## src/rtl/latch_write_ctrl_pkg.sv

```systemverilog
// Shared types and timing defaults for the latch write controller.
package latch_pkg;

  // Phases of one latch write: present D, open the latch, keep D after closing.
  typedef enum logic [1:0] {
    IDLE  = 2'd0,
    SETUP = 2'd1,
    PULSE = 2'd2,
    HOLD  = 2'd3
  } state_e;

  localparam int DEF_WIDTH     = 8;
  localparam int DEF_SETUP_CYC = 1;
  localparam int DEF_PULSE_CYC = 2;
  localparam int DEF_HOLD_CYC  = 1;

  // Width of a down-counter able to hold the largest phase length minus one.
  // Never returns less than 1 so a bad parameter set still elaborates far
  // enough to report its own error.
  function automatic int cnt_width(input int setup_cyc, input int pulse_cyc,
                                   input int hold_cyc);
    int max_cyc;
    max_cyc = (setup_cyc > pulse_cyc) ? setup_cyc : pulse_cyc;
    max_cyc = (hold_cyc > max_cyc) ? hold_cyc : max_cyc;
    return (max_cyc < 1) ? 1 : $clog2(max_cyc + 1);
  endfunction

endpackage

```

## src/rtl/latch_write_ctrl_if.sv

```systemverilog
// Producer handshake plus latch-side outputs of the latch write controller.
interface latch_write_ctrl_if
  import latch_pkg::*;
#(
  parameter int WIDTH = DEF_WIDTH
) ();

  logic             in_valid;
  logic             in_ready;
  logic [WIDTH-1:0] in_data;
  logic [WIDTH-1:0] lat_d;
  logic             lat_en;
  logic             busy;
  logic             done;

  // Producer / observer side.
  modport master (
    output in_valid,
    output in_data,
    input  in_ready,
    input  lat_d,
    input  lat_en,
    input  busy,
    input  done
  );

  // Controller side.
  modport slave (
    input  in_valid,
    input  in_data,
    output in_ready,
    output lat_d,
    output lat_en,
    output busy,
    output done
  );

endinterface

```

## src/rtl/latch_write_ctrl.sv

```systemverilog
// Write-side driver for level-sensitive D latches: accepts a word, holds it on
// lat_d, then opens lat_en with fixed setup / pulse / hold margins in cycles.
module latch_write_ctrl
  import latch_pkg::*;
#(
  parameter int WIDTH     = DEF_WIDTH,
  parameter int SETUP_CYC = DEF_SETUP_CYC,
  parameter int PULSE_CYC = DEF_PULSE_CYC,
  parameter int HOLD_CYC  = DEF_HOLD_CYC
) (
  input logic               clk,
  input logic               rst_n,
  latch_write_ctrl_if.slave bus
);

  localparam int CNT_W = cnt_width(SETUP_CYC, PULSE_CYC, HOLD_CYC);

  localparam logic [CNT_W-1:0] CNT_ZERO   = {CNT_W{1'b0}};
  localparam logic [CNT_W-1:0] CNT_ONE    = CNT_W'(1);
  localparam logic [CNT_W-1:0] SETUP_LOAD = CNT_W'(SETUP_CYC - 1);
  localparam logic [CNT_W-1:0] PULSE_LOAD = CNT_W'(PULSE_CYC - 1);
  localparam logic [CNT_W-1:0] HOLD_LOAD  = CNT_W'(HOLD_CYC - 1);

  // Every phase must last at least one cycle, otherwise the latch margins vanish.
  if (SETUP_CYC < 1 || PULSE_CYC < 1 || HOLD_CYC < 1) begin : g_bad_timing
    $error("latch_write_ctrl: SETUP_CYC, PULSE_CYC and HOLD_CYC must all be >= 1");
  end

  state_e           r_state;
  state_e           w_state_nxt;
  logic [CNT_W-1:0] r_cnt;
  logic [CNT_W-1:0] w_cnt_nxt;
  logic [WIDTH-1:0] r_lat_d;
  logic [WIDTH-1:0] w_lat_d_nxt;
  logic             r_lat_en;
  logic             w_lat_en_nxt;
  logic             r_busy;
  logic             w_busy_nxt;
  logic             r_done;
  logic             w_done_nxt;

  // State and all latch-facing outputs are registered; reset closes the latch at once.
  always_ff @(posedge clk or negedge rst_n) begin
    if (!rst_n) begin
      r_state  <= IDLE;
      r_cnt    <= CNT_ZERO;
      r_lat_d  <= {WIDTH{1'b0}};
      r_lat_en <= 1'b0;
      r_busy   <= 1'b0;
      r_done   <= 1'b0;
    end else begin
      r_state  <= w_state_nxt;
      r_cnt    <= w_cnt_nxt;
      r_lat_d  <= w_lat_d_nxt;
      r_lat_en <= w_lat_en_nxt;
      r_busy   <= w_busy_nxt;
      r_done   <= w_done_nxt;
    end
  end

  // Phase sequencing; lat_d is only loaded on acceptance so it is stable
  // for the whole transparent window and the hold phase.
  always_comb begin
    w_state_nxt  = r_state;
    w_cnt_nxt    = r_cnt;
    w_lat_d_nxt  = r_lat_d;
    w_lat_en_nxt = r_lat_en;
    w_busy_nxt   = r_busy;
    w_done_nxt   = 1'b0;
    case (r_state)
      IDLE: begin
        if (bus.in_valid) begin
          w_lat_d_nxt = bus.in_data;
          w_busy_nxt  = 1'b1;
          w_cnt_nxt   = SETUP_LOAD;
          w_state_nxt = SETUP;
        end else begin
          w_state_nxt = IDLE;
        end
      end
      SETUP: begin
        if (r_cnt == CNT_ZERO) begin
          w_lat_en_nxt = 1'b1;
          w_cnt_nxt    = PULSE_LOAD;
          w_state_nxt  = PULSE;
        end else begin
          w_cnt_nxt = r_cnt - CNT_ONE;
        end
      end
      PULSE: begin
        if (r_cnt == CNT_ZERO) begin
          w_lat_en_nxt = 1'b0;
          w_cnt_nxt    = HOLD_LOAD;
          w_state_nxt  = HOLD;
        end else begin
          w_cnt_nxt = r_cnt - CNT_ONE;
        end
      end
      HOLD: begin
        if (r_cnt == CNT_ZERO) begin
          w_busy_nxt  = 1'b0;
          w_done_nxt  = 1'b1;
          w_state_nxt = IDLE;
        end else begin
          w_cnt_nxt = r_cnt - CNT_ONE;
        end
      end
      default: begin
        w_lat_en_nxt = 1'b0;
        w_busy_nxt   = 1'b0;
        w_cnt_nxt    = CNT_ZERO;
        w_state_nxt  = IDLE;
      end
    endcase
  end

  assign bus.in_ready = (r_state == IDLE);
  assign bus.lat_d    = r_lat_d;
  assign bus.lat_en   = r_lat_en;
  assign bus.busy     = r_busy;
  assign bus.done     = r_done;

endmodule

```

## src/flat_wrapper.sv

```systemverilog
// flat-port wrapper written by rule: the top's interface ports become plain ports
module latch_write_ctrl_flat import latch_pkg::*;
#(
  parameter int WIDTH     = DEF_WIDTH,
  parameter int SETUP_CYC = DEF_SETUP_CYC,
  parameter int PULSE_CYC = DEF_PULSE_CYC,
  parameter int HOLD_CYC  = DEF_HOLD_CYC
)
  (clk, rst_n, bus_in_valid, bus_in_data, bus_in_ready, bus_lat_d, bus_lat_en, bus_busy, bus_done);
  latch_write_ctrl_if #(.WIDTH(WIDTH)) bus_i ();
  input logic clk;
  input logic rst_n;
  input wire logic [$bits(bus_i.in_valid)-1:0] bus_in_valid;
  input wire logic [$bits(bus_i.in_data)-1:0] bus_in_data;
  output wire logic [$bits(bus_i.in_ready)-1:0] bus_in_ready;
  output wire logic [$bits(bus_i.lat_d)-1:0] bus_lat_d;
  output wire logic [$bits(bus_i.lat_en)-1:0] bus_lat_en;
  output wire logic [$bits(bus_i.busy)-1:0] bus_busy;
  output wire logic [$bits(bus_i.done)-1:0] bus_done;
  assign bus_i.in_valid = bus_in_valid;
  assign bus_i.in_data = bus_in_data;
  assign bus_in_ready = bus_i.in_ready;
  assign bus_lat_d = bus_i.lat_d;
  assign bus_lat_en = bus_i.lat_en;
  assign bus_busy = bus_i.busy;
  assign bus_done = bus_i.done;
  latch_write_ctrl #(.WIDTH(WIDTH), .SETUP_CYC(SETUP_CYC), .PULSE_CYC(PULSE_CYC), .HOLD_CYC(HOLD_CYC)) u_core (.clk(clk), .rst_n(rst_n), .bus(bus_i));
endmodule
```

## config.mk

```make
export PLATFORM = sky130hd
export DESIGN_NAME = latch_write_ctrl_flat
export DESIGN_NICKNAME = d
export VERILOG_FILES = /design/src/rtl/latch_write_ctrl_pkg.sv /design/src/rtl/latch_write_ctrl_if.sv /design/src/rtl/latch_write_ctrl.sv /design/src/flat_wrapper.sv
export SDC_FILE = /design/constraint.sdc
export NUM_CORES = 1
export LEC_CHECK = 0
export CAP_MARGIN = 20
export CORE_MARGIN = 4
export CORE_UTILIZATION = 40
export DETAILED_ROUTE_END_ITERATION = 12
export GPL_ROUTABILITY_DRIVEN = 0
export PLACE_DENSITY_LB_ADDON = 0.12
export SLEW_MARGIN = 20
export SYNTH_ARGS = -nofsm -noshare
export SYNTH_HDL_FRONTEND = slang
export SYNTH_SLANG_ARGS = --single-unit
```

## constraint.sdc

```tcl
create_clock -name clk -period 1.29 [get_ports clk]
set_input_delay 0.258 -clock clk [delete_from_list [all_inputs] [get_ports clk]]
set_output_delay 0.258 -clock clk [all_outputs]
set_load 0.05 [all_outputs]
```

== After elaboration in Yosys (flattened, before gate mapping) ==
Cells that the tools add are included.

* Register bits: 15
* Input port bits: 11
* Word-level logic and storage cells: 41

* Add/sub/neg operators: 1
* Eq/ne operators: 8
* Muxes and demuxes: 17
* Reduce and logical (&&, ||, !) cells: 9

{| class="wikitable"
|+ Operators with widths
! operator !! count
|-
| 2-bit one-hot mux with 4 select lines || 2
|-
| 2-bit 2-to-1 mux || 7
|-
| 3-bit AND reduction || 3
|-
| 1-bit 2-to-1 mux || 6
|-
| 2-bit by 1-bit inequality test with 1-bit output, second input constant || 3
|-
| 2-bit equality test, second input constant || 2
|-
| 2-bit zero test || 2
|-
| 2-bit inequality test, second input constant || 2
|-
| 1-bit one-hot mux with 2 select lines || 2
|-
| 2-bit AND reduction || 2
|-
| 2-bit nonzero test || 2
|-
| 2-bit by 1-bit equality test with 1-bit output, second input constant || 1
|-
| 2-bit by 1-bit subtractor with 2-bit output, second input constant || 1
|}

== Logic depth before layout (Yosys ltp) ==
Gate-level depths: netlist of the first run.

* Word-level depth: 3
* Mapped depth: 5

== Worst setup path after synthesis of the first run ==
Ideal clock, no wire load.

* Path type: register -> register
* From: register u_core.r_state[0]
* To: register u_core.r_lat_d[0], in the netlist u_core.bus.lat_d[0]
* Setup time: 0.125 ns
* Data arrival time: 1.519 ns
* Required time: 1.165 ns
* Setup slack: -0.354 ns
* Cell stages (with the launch flop): 5
* Path through: dfrtp_1 inv_1 ha_1 nand2_2 mux2_2

* Cells in the longest elaborated chain, start to end: 2

{| class="wikitable"
|+ Ends and longest elaborated chain
! what !! RTL line !! text
|-
| start, declared || latch_write_ctrl.sv:29 || <nowiki>state_e r_state;</nowiki>
|-
| start signal, assigned || latch_write_ctrl.sv:52 || <nowiki>r_state <= w_state_nxt;</nowiki>
|-
| 2-bit zero test || n/a ||
|-
| net bus_in_ready || flat_wrapper.sv:15 || <nowiki>output wire logic [$bits(bus_i.in_ready)-1:0] bus_in_ready;</nowiki>
|-
| 2-bit AND reduction (no source line) || n/a ||
|-
| end signal, assigned || latch_write_ctrl.sv:47 || <nowiki>r_lat_d <= {WIDTH{1'b0}};</nowiki>
|-
| end signal, assigned || latch_write_ctrl.sv:54 || <nowiki>r_lat_d <= w_lat_d_nxt;</nowiki>
|-
| end, declared || latch_write_ctrl.sv:33 || <nowiki>logic [WIDTH-1:0] r_lat_d;</nowiki>
|}

The timed path passes the listed nets, and every way through them passes these cells.
A chain may end at the register's enable or synchronous reset.

== Final worst setup path of the first run ==
* From: register u_core.r_state[1]
* To: register u_core.r_state[1]

* Cells in the longest elaborated chain, start to end: 3
* Elaborated cells between the ends (all ways): 9

{| class="wikitable"
|+ Ends and longest elaborated chain
! what !! RTL line !! text
|-
| 2-bit equality test / 2-bit by 1-bit equality test with 1-bit output (equally long branches) || latch_write_ctrl.sv:70 || <nowiki>case (r_state)</nowiki>
|-
| 2-bit by 1-bit inequality test with 1-bit output (no source line) || n/a ||
|-
| 3-bit AND reduction (no source line) || n/a ||
|}

Parallel ways exist; a longest one is shown, timed or not.

==> results of run 1 <==
## final cells by class
class	count	share of cell area
Inverter	6	0.01690
Clock buffer	3	0.01690
Timing Repair Buffer	38	0.3512
Multi-Input combinational cell	41	0.3061
Sequential cell	15	0.2817
Tap cell	25	0.02347
Clock inverter	1	0.003756
## through the flow
| step | hold WS (ns) | area [um2] | total power [mW] | utilization |
|---|---|---|---|---|
| after floorplan | -0.03759 | 768.2 | 2.233 | - |
| after global placement | 0.5542 | 1222 | 3.427 | 0.7004 |
| after detailed placement | 0.5598 | 1222 | 3.498 | 0.7004 |
| after CTS | 0.2713 | 1284 | 3.897 | 0.7355 |
| after global routing | 0.2626 | 1333 | 4.272 | 0.7634 |
| final | 0.2702 | 1333 | 4.042 | 0.7634 |
## cell usage after synthesis
| cell | count |
|---|---|
| dfrtp_1 | 15 |
| mux2_2 | 9 |
| ha_1 | 8 |
| inv_1 | 6 |
| mux2i_1 | 3 |
| nand2_1 | 3 |
| o21ai_0 | 3 |
| a21oi_1 | 2 |
| a22o_1 | 2 |
| nor2_1 | 2 |
| nor3_1 | 2 |
| a21boi_0 | 1 |
| and2_4 | 1 |
| nand2_2 | 1 |
| nand2b_1 | 1 |
| nor2b_1 | 1 |
| o2bb2ai_1 | 1 |
| or2_1 | 1 |
## per-layer routing
metal / part of all wire / up-vias / GRT usage
li1: - / 292 / -
met1: 0.39 / 307 / 0.1654
met2: 0.52 / 17 / 0.2489
met3: 0.064 / 5 / 0.05831
met4: 0.021 / 0 / 0.09607
met5: 0 / - / 0
## placed cells by master, fill, tap and decap left out, drive strengths merged, types with 3 or more instances in the layout
cell / n
ha: 8
clkbuf: 3
nand2: 4
mux2: 9
buf: 28
inv: 6
clkdlybuf4s50: 10
dfrtp: 15
o21ai: 3
mux2i: 3
## kinds of logic (layout without fill, tap and decap cells)
kind of cell,Yosys count,count (layout)
DFF,15,15
muxes,12,12
and+or+nand+nor,12,12
AOI/OAI and AO/OA,9,9
adders and majority gates,8,8
buffers and inverters,6,48
## flip-flops by register name (all words and copies together) (netlist names)
name	count
u_core.bus.lat_d	8
u_core.r_cnt	2
u_core.r_state	2
u_core.bus.busy	1
u_core.bus.done	1
u_core.bus.lat_en	1
## report_power, final
group,leakage (nW),internal (mW),switching (mW)
Combinational,0.412,1.51,1.33
Clock,0.0177,0.116,0.169
Sequential,0.180,0.697,0.217
## critical path, stage by stage, from the launching register on
cell and delay, ns:
dfrtp_1 0.43, buf_4 0.15, buf_6 0.10, ha_2 0.17, nor3_2 0.20, nor2_2 0.07
mux2_2 0.27
## what timing repair did
action | CTS | global route
gates resized for setup | 4 | 9
pin swaps | 2 | 4
hold buffers | 0 | 0
setup endpoints to repair | 14 | 14
setup buffers | 3 | 2
endpoints found under the hold margin | 0 | 0
## worst max-delay path by stage
stage,from,to
2_1_floorplan,u_core.r_state[0],u_core.r_state[1]
3_3_place_gp,bus_in_valid,u_core.r_cnt[1]
3_5_place_dp,bus_in_valid,u_core.r_cnt[1]
4_1_cts,u_core.r_state[1],bus_in_ready
5_1_grt,u_core.r_state[1],u_core.r_state[0]
6_report,u_core.r_state[1],u_core.r_state[1]
==> results.md, run 1 <==
- Vias: 621
- DRC violation count after routing: 0
- Worst-Skew Late Latency: 0.29 ns
- Die area: 0.002634 mm2
- Detailed Place HPWL: 1.276 mm
- Largest net degree at the start of global routing: 16
- Area growth syn-to-layout: 77.50%
- Cell chosen for the clock root: clkbuf_4
- Post-route insts no fill: 129
- Final setup fails: 13
- Largest family of logic cells by synthesized area: multiplexers
- Slew margin rel.: 0.8235
- Syn avg cell area: 12.11 um2
- Worst r2r src: u_core.r_state[1]
- Num CTS Buffers: 3
- Pre-CTS setup slack: -0.1831 ns
- Critical path endpoint category: flip-flop
- Sequential share of the synthesized area: 0.5000
- Average vias per placed instance: 4.814
- CTS max path bufs: 2
- Layout cells sized above 1: 0.5288
- Fin nets: 124
- Pwr/cell area: 3033 mW/mm2
- Post-Place Cells: 120
- Final min period: 1.488 ns
- First drt pass iteration count: 3
- Count of cell types in the netlist: 18
- Synth top area share: 0.5000
- CP max FO: 3
- Final Hold Fails: 0
- Initial antenna violation count: 0
- Post-route ant nets: 0
- Mux contribution to synthesized area: 0.1750
- Yosys reg bits: 15
- Startpoint Class: flip-flop
- Critical path class: reg2reg
- Maximum vdd ir drop: 0.001771 V
- Worst EP required: 1.48 ns
- Num Clock Sinks: 15
- Setup Skew: 0.003255 ns
- Congestion Overflow GR: 0
- Fill cells: 111
- First-pass GRT wire length: 2.904 mm
- FF/Latch Area: 375.4 um2
- Failing checks: setup timing
- WP data arrival: 1.68 ns
- Syn nets: 81
- Drt initial violations: 4
- Area contributors post-synth: dfrtp_1, mux2_2, ha_1
- LEAKAGE: 0.6098 nW
- Multi-input gate area: 407.9 um2
- Antenna diodes: 0
- Total track usage: 0.1527
- CTS H-tree depth: 1
- Slew @ Worst Pin: 0.2640 ns
- Setup ws final: -0.1985 ns
- Status: finished, violations left
- Post-Syn Area: 750.7 um2
- IO buf count: 22
- Wire length per cell: 13.41 um
- Num rows: 15
- Clock Pin Slew Worst Setup and Hold Paths: 0.10 ns
- Max-slew violation count: 0
- Max Freq: 671.8 MHz
- Vias in the first global route: 655
- Starting density of the core: 0.4301
- Setup tns final: -1.122 ns
- Post-synthesis compound-gate area fraction: 0.07833
- HP Class: in2async
- Post-Synthesis Cells: 62
- Post-synthesis xor/xnor area fraction: 0
- Ys Warns: 0
- Die height: 51.32 um
- Synth Area in Simple Gates: 0.08333
- Final worst-path cycle share: 1.154
- I/O pin count: 23
- CTS tree: done
- RR Endpoint: u_core.r_state[1]
- Width of the die: 51.32 um
- Synth area leader: dfrtp_1
- Drt total wl: 1.730 mm
- Cell count of the worst reg-to-reg path: 6
- R2R setup slack: -0.20 ns
- Max Cap Viol: 0
- Adder-Cell Fraction of Synth Area: 0.1333
- CORE AREA: 0.001745 mm2
- RSZ-0062 raised after global routing: yes
Note: power is estimated with default switching activity, not from simulation.
==> inputs of run 2 (changes only) <==
DONT_BUFFER_PORTS = 1   (was default)
==> run 2 against run 1 <==
The run still ends with setup timing left. Non-clock buffer count down 15. Via count decreased by 11%. Register-to-register slack gained 0.12 ns. Final area down 22%. Core utilization is 17 points lower. Worst hold slack got worse by 0.14 ns. Setup slack better by 0.096 ns. Critical path type is now reg2out. Largest cell class is now multi-input gates.
==> results.md, run 2 (synthesis gave the netlist of run 1 again) <==
- Status: finished, violations left
- Failing checks: setup timing
- RR Endpoint: u_core.r_cnt[0]
- Slew margin rel.: 0.5708 (-0.2527)
- Area growth syn-to-layout: 38.17%
- Worst path cell trace: inv_2 -> ha_4 -> buf_8
- Congestion Overflow GR: 0 (unchanged)
- Slowest stage cell on the critical path: dfrtp_1
- Max-slew violation count: 0 (unchanged)
- Num rows: 15 (unchanged)
- Wire length per cell: 12.34 um (-8.0%)
- I/O pin count: 23 (unchanged)
- Setup tns final: -0.5959 ns (+0.5259 ns)
- Layout cells sized above 1: 0.5169 (-0.01199)
- Antenna diodes: 0 (unchanged)
- Worst EP required: 1.03 ns (-0.45 ns)
- Critical path buffers and inverters: 2 (unchanged)
- HP Class: in2reg
- DRC violation count after routing: 0 (unchanged)
- Critical path class: reg2out
- Detailed Place HPWL: 1.098 mm (-14%)
- Max Cap Viol: 0 (unchanged)
- Hold endpoint: u_core.bus.lat_d[3]
- Num CTS Buffers: 3 (unchanged)
- Initial antenna violation count: 0 (unchanged)
- CTS tree: done
- Die area: 0.002634 mm2 (unchanged)
- Fin nets: 109 (-12%)
- Crit path largest cell delay: 0.43 ns (about the same)
- RSZ-0062 raised after global routing: yes
- Most common cell after layout, fill and taps aside: buf_4
- Clock Pin Slew Worst Setup and Hold Paths: 0.09 ns (about the same)
- Cell count of the worst reg-to-reg path: 5 (-1)
- Setup Skew: 0.004286 ns (+0.001031 ns)
- Most frequent cells in the layout: buf_4, dfrtp_1, mux2_2
- Total track usage: 0.1241 (-0.02863)
- Starting density of the core: 0.4301 (unchanged)
- Hold_sp: bus_in_data[3]
- Drt initial violations: 1 (-3)
- WP data arrival: 1.13 ns (-0.55 ns)
- Width of the die: 51.32 um (unchanged)
- Final setup fails: 12 (-1)
- CTS H-tree depth: 1 (unchanged)
- Drt total wl: 1.407 mm (-19%)
- Worst r2r src: u_core.r_state[1]
- Vias: 551 (-11%)
- CTS max path bufs: 2 (unchanged)
- Max reg flops: 8 (unchanged)
- Post-Place Cells: 107 (-11%)
- CP max FO: 4 (+1)
- First-pass GRT wire length: 2.408 mm (-17%)
- Final worst-path cycle share: 1.079 (-0.07438)
- IO buf count: 0 (-100%)
- Die height: 51.32 um (unchanged)
- Vias in the first global route: 555 (-15%)
- CORE AREA: 0.001745 mm2 (unchanged)
- Largest net degree at the start of global routing: 16 (unchanged)
- Final Hold Fails: 0 (unchanged)
- Startpoint Class: flip-flop
- Top Family by Delay on Critical Path: flip-flops
- WHS Path Cells: 1
- Worst-Skew Late Latency: 0.28 ns (about the same)
- Setup ws final: -0.1025 ns (+0.09595 ns)
- Post-route ant nets: 0 (unchanged)
- Pre-CTS setup slack: -0.09343 ns (+0.08972 ns)
- Num Clock Sinks: 15 (unchanged)
- Average vias per placed instance: 4.833 (+0.40%)
- First drt pass iteration count: 2 (-1)
- Post-route insts no fill: 114 (-12%)
- Final min period: 1.393 ns (-0.09595 ns)
- Slew @ Worst Pin: 0.6417 ns (+0.3778 ns)
- Critical path endpoint category: output port
- R2R setup slack: -0.08 ns (+0.12 ns)
- Cell chosen for the clock root: clkbuf_4
- Max Freq: 718.1 MHz (+6.9%)
run 2: worst max-delay path by stage:
stage,startpoint,to,slack (ns),depth (start not counted)
finish,u_core.r_state[1],bus_in_ready,-0.10,3
global route,u_core.r_state[0],u_core.r_state[1],-0.17,5
CTS,u_core.r_state[0],bus_in_ready,-0.09,3
detailed placement,u_core.r_state[0],u_core.r_cnt[1],-0.09,4
global placement,u_core.r_state[0],u_core.r_cnt[1],-0.06,4
floorplan,u_core.r_state[0],u_core.r_state[1],-0.09,5
run 2: what timing repair did:
action	in CTS	in global routing
hold buffers	1	0
endpoints found under the setup margin	14	13
setup buffers	2	0
pin swaps	4	3
endpoints found under the hold margin	15	0
gates resized for setup	7	5
run 2: area by class of cell:
cell class / instances / area, um2
repair buffers: 23 / 182.7
fillers: 152 / 708.2
inverters: 6 / 22.52
flip-flops and latches: 15 / 375.4
clock buffers: 4 / 26.28
multi-input cells: 41 / 399.1
well taps: 25 / 31.28
run 2: worst register-to-register path, cell delays in order, from the launching register on:
cell and delay, ns:
dfrtp_1 0.42, inv_2 0.09, ha_4 0.18, nor2b_1 0.13
or2_1 0.22, a22o_1 0.23
run 2: through the flow:
step                      hold WS (ns)  cell area [um2]    util
final                           0.1254             1037  0.5943
after global placement        -0.03715            949.7  0.5441
after CTS                       0.1180             1030  0.5900
after detailed placement      -0.03708            949.7  0.5441
after global routing           0.09780             1037  0.5943
after floorplan               -0.03759            768.2       -
run 2: layer usage:
metal,GRT usage,wire length (um),up-vias
met3,0.04373,63,4
met2,0.2146,704,14
met1,0.1423,618,267
met4,0.03930,21,0
li1,-,-,266
met5,0,0,-
Power of run 2 is left out: the tool's default activity adds up to more than one toggle a clock period on the data nets, which glitch-free logic cannot reach.
